### src/rtl/seq_pkg.sv
// Shared types and default sizing for the serial sequence generator.
package seq_pkg;

  localparam int unsigned SEQ_WIDTH_DEF = 8;
  localparam int unsigned SEQ_LW_DEF    = 4;
  localparam int unsigned SEQ_RPT_W     = 4;

  typedef enum logic [1:0] {
    IDLE = 2'd0,
    SEND = 2'd1,
    DONE = 2'd2
  } seq_state_e;

endpackage

### src/rtl/seq_bit_counter.sv
// Loadable down-counter that saturates at zero; used for both bit and pass counts.
module seq_bit_counter #(
  parameter int unsigned W = 4
) (
  input  logic         clk_i,
  input  logic         rst_ni,
  input  logic         load_i,
  input  logic [W-1:0] load_val_i,
  input  logic         dec_i,
  output logic         zero_o
);

  logic [W-1:0] count_q, count_d;

  always_comb begin
    count_d = count_q;
    if (load_i) begin
      count_d = load_val_i;
    end else if (dec_i && (count_q != '0)) begin
      count_d = count_q - W'(1);
    end
  end

  always_ff @(posedge clk_i or negedge rst_ni) begin
    if (!rst_ni) begin
      count_q <= '0;
    end else begin
      count_q <= count_d;
    end
  end

  assign zero_o = (count_q == '0);

endmodule

### src/rtl/sequence_generator.sv
// Serialises a captured pattern MSB-first, repeating it rpt extra times,
// then pulses done for one cycle.
module sequence_generator
  import seq_pkg::*;
#(
  parameter int unsigned WIDTH = SEQ_WIDTH_DEF,
  parameter int unsigned LW    = SEQ_LW_DEF
) (
  input  logic                 clk,
  input  logic                 reset_n,
  input  logic                 start_valid,
  output logic                 start_ready,
  input  logic [WIDTH-1:0]     pattern,
  input  logic [LW-1:0]        len,
  input  logic [SEQ_RPT_W-1:0] rpt,
  input  logic                 abort,
  output logic                 x,
  output logic                 x_valid,
  output logic                 busy,
  output logic                 done
);

  seq_state_e state_q, state_d;

  logic             accept, last_bit, wrap;
  logic             bit_zero, pass_zero;
  logic             bit_load, bit_dec, pass_load, pass_dec;
  logic [LW-1:0]    eff_len, len_q, len_d, bit_load_val;
  logic [WIDTH-1:0] aligned, pat_q, pat_d, sh_q, sh_d;
  logic             x_q, x_d, xv_q, xv_d;

  // Left-align the pattern so the first bit to send always sits at the MSB.
  always_comb begin
    eff_len = len;
    if ((len == '0) || (len > LW'(WIDTH))) begin
      eff_len = LW'(WIDTH);
    end
    aligned = pattern << (LW'(WIDTH) - eff_len);
  end

  always_comb begin
    accept       = (state_q == IDLE) && start_valid;
    last_bit     = (state_q == SEND) && bit_zero && pass_zero;
    wrap         = (state_q == SEND) && bit_zero && !pass_zero;
    bit_load     = accept || (wrap && !abort);
    bit_load_val = accept ? (eff_len - LW'(1)) : (len_q - LW'(1));
    bit_dec      = (state_q == SEND) && !abort && !bit_zero;
    pass_load    = accept;
    pass_dec     = wrap && !abort;
  end

  seq_bit_counter #(.W(LW)) u_bit_cnt (
    .clk_i      (clk),
    .rst_ni     (reset_n),
    .load_i     (bit_load),
    .load_val_i (bit_load_val),
    .dec_i      (bit_dec),
    .zero_o     (bit_zero)
  );

  seq_bit_counter #(.W(SEQ_RPT_W)) u_pass_cnt (
    .clk_i      (clk),
    .rst_ni     (reset_n),
    .load_i     (pass_load),
    .load_val_i (rpt),
    .dec_i      (pass_dec),
    .zero_o     (pass_zero)
  );

  always_comb begin
    x_d   = 1'b0;
    xv_d  = 1'b0;
    sh_d  = sh_q;
    pat_d = pat_q;
    len_d = len_q;
    if (accept) begin
      x_d   = aligned[WIDTH-1];
      xv_d  = 1'b1;
      sh_d  = aligned << 1;
      pat_d = aligned;
      len_d = eff_len;
    end else if ((state_q == SEND) && !abort && !last_bit) begin
      xv_d = 1'b1;
      if (wrap) begin
        x_d  = pat_q[WIDTH-1];
        sh_d = pat_q << 1;
      end else begin
        x_d  = sh_q[WIDTH-1];
        sh_d = sh_q << 1;
      end
    end
  end

  always_ff @(posedge clk or negedge reset_n) begin
    if (!reset_n) begin
      state_q <= IDLE;
      x_q     <= 1'b0;
      xv_q    <= 1'b0;
      sh_q    <= '0;
      pat_q   <= '0;
      len_q   <= '0;
    end else begin
      state_q <= state_d;
      x_q     <= x_d;
      xv_q    <= xv_d;
      sh_q    <= sh_d;
      pat_q   <= pat_d;
      len_q   <= len_d;
    end
  end

  always_comb begin
    state_d = state_q;
    unique case (state_q)
      IDLE:    if (start_valid) state_d = SEND;
      SEND: begin
        if (abort)         state_d = IDLE;
        else if (last_bit) state_d = DONE;
      end
      DONE:    state_d = IDLE;
      default: state_d = IDLE;
    endcase
  end

  // reset_n gates ready so it stays low while reset is held.
  always_comb begin
    start_ready = (state_q == IDLE) && reset_n;
    busy        = (state_q != IDLE);
    done        = (state_q == DONE);
    x           = x_q;
    x_valid     = xv_q;
  end

endmodule

### config.mk
export PLATFORM = sky130hd
export DESIGN_NAME = sequence_generator
export DESIGN_NICKNAME = d
export VERILOG_FILES = /design/src/rtl/seq_pkg.sv /design/src/rtl/seq_bit_counter.sv /design/src/rtl/sequence_generator.sv
export SDC_FILE = /design/constraint.sdc
export NUM_CORES = 1
export LEC_CHECK = 0
export BUFFER_PORTS_ARGS = -buffer_cell sky130_fd_sc_hd__buf_2
export CAP_MARGIN = 20
export CORE_MARGIN = 3
export CORE_UTILIZATION = 40
export DETAILED_ROUTE_END_ITERATION = 16
export PLACE_DENSITY_LB_ADDON = 0.25
export SLEW_MARGIN = 20
export SYNTH_ARGS = -nofsm -noshare
export SYNTH_HDL_FRONTEND = slang
export SYNTH_SLANG_ARGS = --single-unit
### constraint.sdc
create_clock -name clk -period 6.7 [get_ports clk]
set_input_delay 0.335 -clock clk [delete_from_list [all_inputs] [get_ports clk]]
set_output_delay 0.335 -clock clk [all_outputs]
set_load 0.005 [all_outputs]
==> impl_results.md <==
- Final Hold Fails: 0
- Syn avg cell area: 9.81 um^2
- Total gr overflow: 0
- Cell count after synthesis: about 190
- Antenna Cells: 0
- Die extent in y: 73.9 um
- Worst Path Required: just under 7 ns
- First-pass GRT wire length: 6580 um
- Total power: 0.000635 W
- Synth cell types: between 50 and 60
- Clock Skews: 0.00344 ns
- Via count: 1441
- Residual DRC: 0
- Top-count cell post-synth: dfrtp_1
- Vias in the first global route: 1323
- Worst-path clk slew: ~0.06 ns
- Largest net degree at the start of global routing: 33
- Number of DRC markers in iteration 0: 93
- Crit path cell chain: buf_2, nor2b_1, inv_1, ha_1, mux4_2, mux2i_1, nor2_1, a221o_1
- TNS Setup: 0 ns
- Fillers: 434
- Post-cts gate resize count: 0
- Number of synthesized flops with an enable pin: 0
- Post-CTS repair timing setup buffer count: 0
- IO Count: 25
- Synth Warn #: 0
- Root Driver: clkbuf_8
- Final worst slack: approximately 4.0 ns
- Worst-skew pair later-pin latency: 0.28 ns
- Initial core utilization: 41.8%
- Slew Limit Fails: 0
- Worst path top cell family by delay: multiplexers
- Total die area: between 0.005 and 0.006 mm^2
- CP bufs+invs: 2
- Antenna violations before repair: 0
- Crit path launch type: input pin
- CP peak stage delay: 0.62 ns
- Drt via density: 5.44
- Crit Path Max Fanout: 12
- Routability cong.: between 0.8 and 0.9
- Hold Path Class: in2async
- Clock Sink Count: 31
- Leakage power: 0.956 nW
- Outcome: completed
- Drt pass-1 iters: 4
- Synthesized cell area: 0.00184 mm^2
- DP Wirelength: 2970 um
- Place WS: 3.76 ns
- Critical path class: in2reg
- Total GRT Usage: 16.1%
- Peak supply drop: between 0.1 and 0.15 mV
- CTS tree: built
- Hold buffers post-CTS: 0
- CP max stage cell: ha_1
- Top post-synthesis cells by area: dfrtp_1 (42%), mux2i_1 (6.5%), nand2_1 (3.7%)
- Wire per inst: 15.3 um
- Post-synth top cells: dfrtp_1 (31), nand2_1 (18), nor2_1 (18), mux2i_1 (12), o21ai_0 (10)
- Layout cells sized above 1: 23.5%
- #FFs+latches synth: 31
- Relative slew slack: 47.8%
- CTS buffer count: 5
- Fin crit period: 2.65 ns
- Fmax: 377 MHz
- FFs w/ async S/R, synth: 100%
- Site Rows: 24
- Crit share post-route: 39.6%
- Area of the core: approximately 0.0044 mm^2
- Placed Instance Area: approximately 0.002 mm^2
- Hold slack: 0.100 ns
- Tightest Pin Transition: 0.781 ns
- Final setup violation count: 0
- Top_reg_cell synth: dfrtp_1
- Post-Route WL: 4040 um
- Die width: 73.9 um
- H-tree depth: 2
- Port bufs: 24
- Nets: 235
- CP Capture Type: register
- Share of the synthesized area in the top cell type: 42.1%
- Post-synth top area cell: dfrtp_1
- Unrepaired setup endpoints after global routing: no
- Register area share after synthesis: ~42%
- CTS Buffer Depth: 2
- Max Cap Violations: 0
- Routed Antenna Nets: 0
- PwrDens: ~300 mW/mm^2
- Critical path arrival: between 2 and 3 ns
- Syn nets: 211
- Area Overhead vs Synth: 14.4%
- Final instance area: about 0.0021 mm^2
-- layout by cell type (no fill, tap or decap), types with 2 or more instances in the layout --
cell type / count
a21o_1: 4
a21oi_1: 5
a22o_1: 2
a31oi_1: 5
buf_2: 24
clkbuf_8: 7
dfrtp_1: 31
ha_1: 3
inv_1: 9
mux2_2: 6
mux2i_1: 12
mux4_2: 2
nand2_1: 18
nand2b_1: 3
nand3_1: 5
nand3b_1: 3
nand4_1: 2
nor2_1: 18
nor2b_1: 2
nor3_1: 4
nor3b_2: 2
o21ai_0: 10
o22ai_1: 2
o31ai_1: 2
xnor2_1: 2
-- final timing paths --
kind	startpoint	to	slack (ns)	depth (start not counted)
worst max-delay path	len[3]	sh_q[7]	4.05	8
worst min-delay path	reset_n	u_pass_cnt.count_q[3]	0.10	1
worst max register to register	u_pass_cnt.count_q[0]	u_bit_cnt.count_q[2]	4.27	8
worst min register to register	pat_q[3]	pat_q[3]	0.48	2
max in group asynchronous	reset_n	pat_q[4]	6.13	1
min in group clk	rpt[2]	u_pass_cnt.count_q[2]	0.26	3
-- per-layer routing --
| metal | wire (um) | share of wire, % | vias up | GRT usage (%) |
|---|---|---|---|---|
| li1 | - | - | 733 | - |
| met1 | 2150 | 53 | 676 | 23.5 |
| met2 | 1690 | 42 | 26 | 22.7 |
| met3 | 156 | 3.9 | 6 | 4.51 |
| met4 | 54 | 1.3 | 0 | 5.43 |
| met5 | 0 | 0 | - | 0 |
-- state kept, by name, indices dropped and copies added (netlist names) --
signal	cells
u_pass_cnt.count_q	4
pat_q	8
state_q	2
sh_q	7
u_bit_cnt.count_q	4
x_valid	1
len_q	4
x	1
-- through the flow --
stage | cells | utilization, %
6_report | 265 | 47.8
4_1_cts | 265 | 47.8
5_1_grt | 265 | 47.8
3_5_place_dp | 257 | 45.5
2_1_floorplan | 188 | -
3_3_place_gp | 257 | 45.5
-- cell families (layout without fill, tap and decap cells) --
logic type	Yosys count	count (layout)	synth area share (%)
flip-flops	31	31	42.1
XOR/XNOR	4	4	2.31
AO/OA/AOI/OAI	43	43	15.7
AND/OR/NAND/NOR	68	68	20.2
adder cells (fa/ha/maj)	3	3	2.04
multiplexers	22	22	14.0
buffers and inverters	17	42	3.60
-- power breakdown --
group | internal, W | leakage [nW] | switching [W]
Clock | 0.0000937 | 0.0515 | 0.0000692
Combinational | 0.0000919 | 0.524 | 0.0000969
Sequential | 0.000239 | 0.380 | 0.0000441
-- layout make-up --
cell class / instances / area [um^2] / share of cell area [%]
Multi-Input combinational cell: 140 / 1010 / 47.7
Timing Repair Buffer: 25 / 128 / 6.05
Sequential cell: 31 / 776 / 36.8
Tap cell: 52 / 65.1 / 3.08
Inverter: 9 / 33.8 / 1.60
Clock buffer: 8 / 100 / 4.74
No activity file was read; power rests on OpenSTA's default activity.
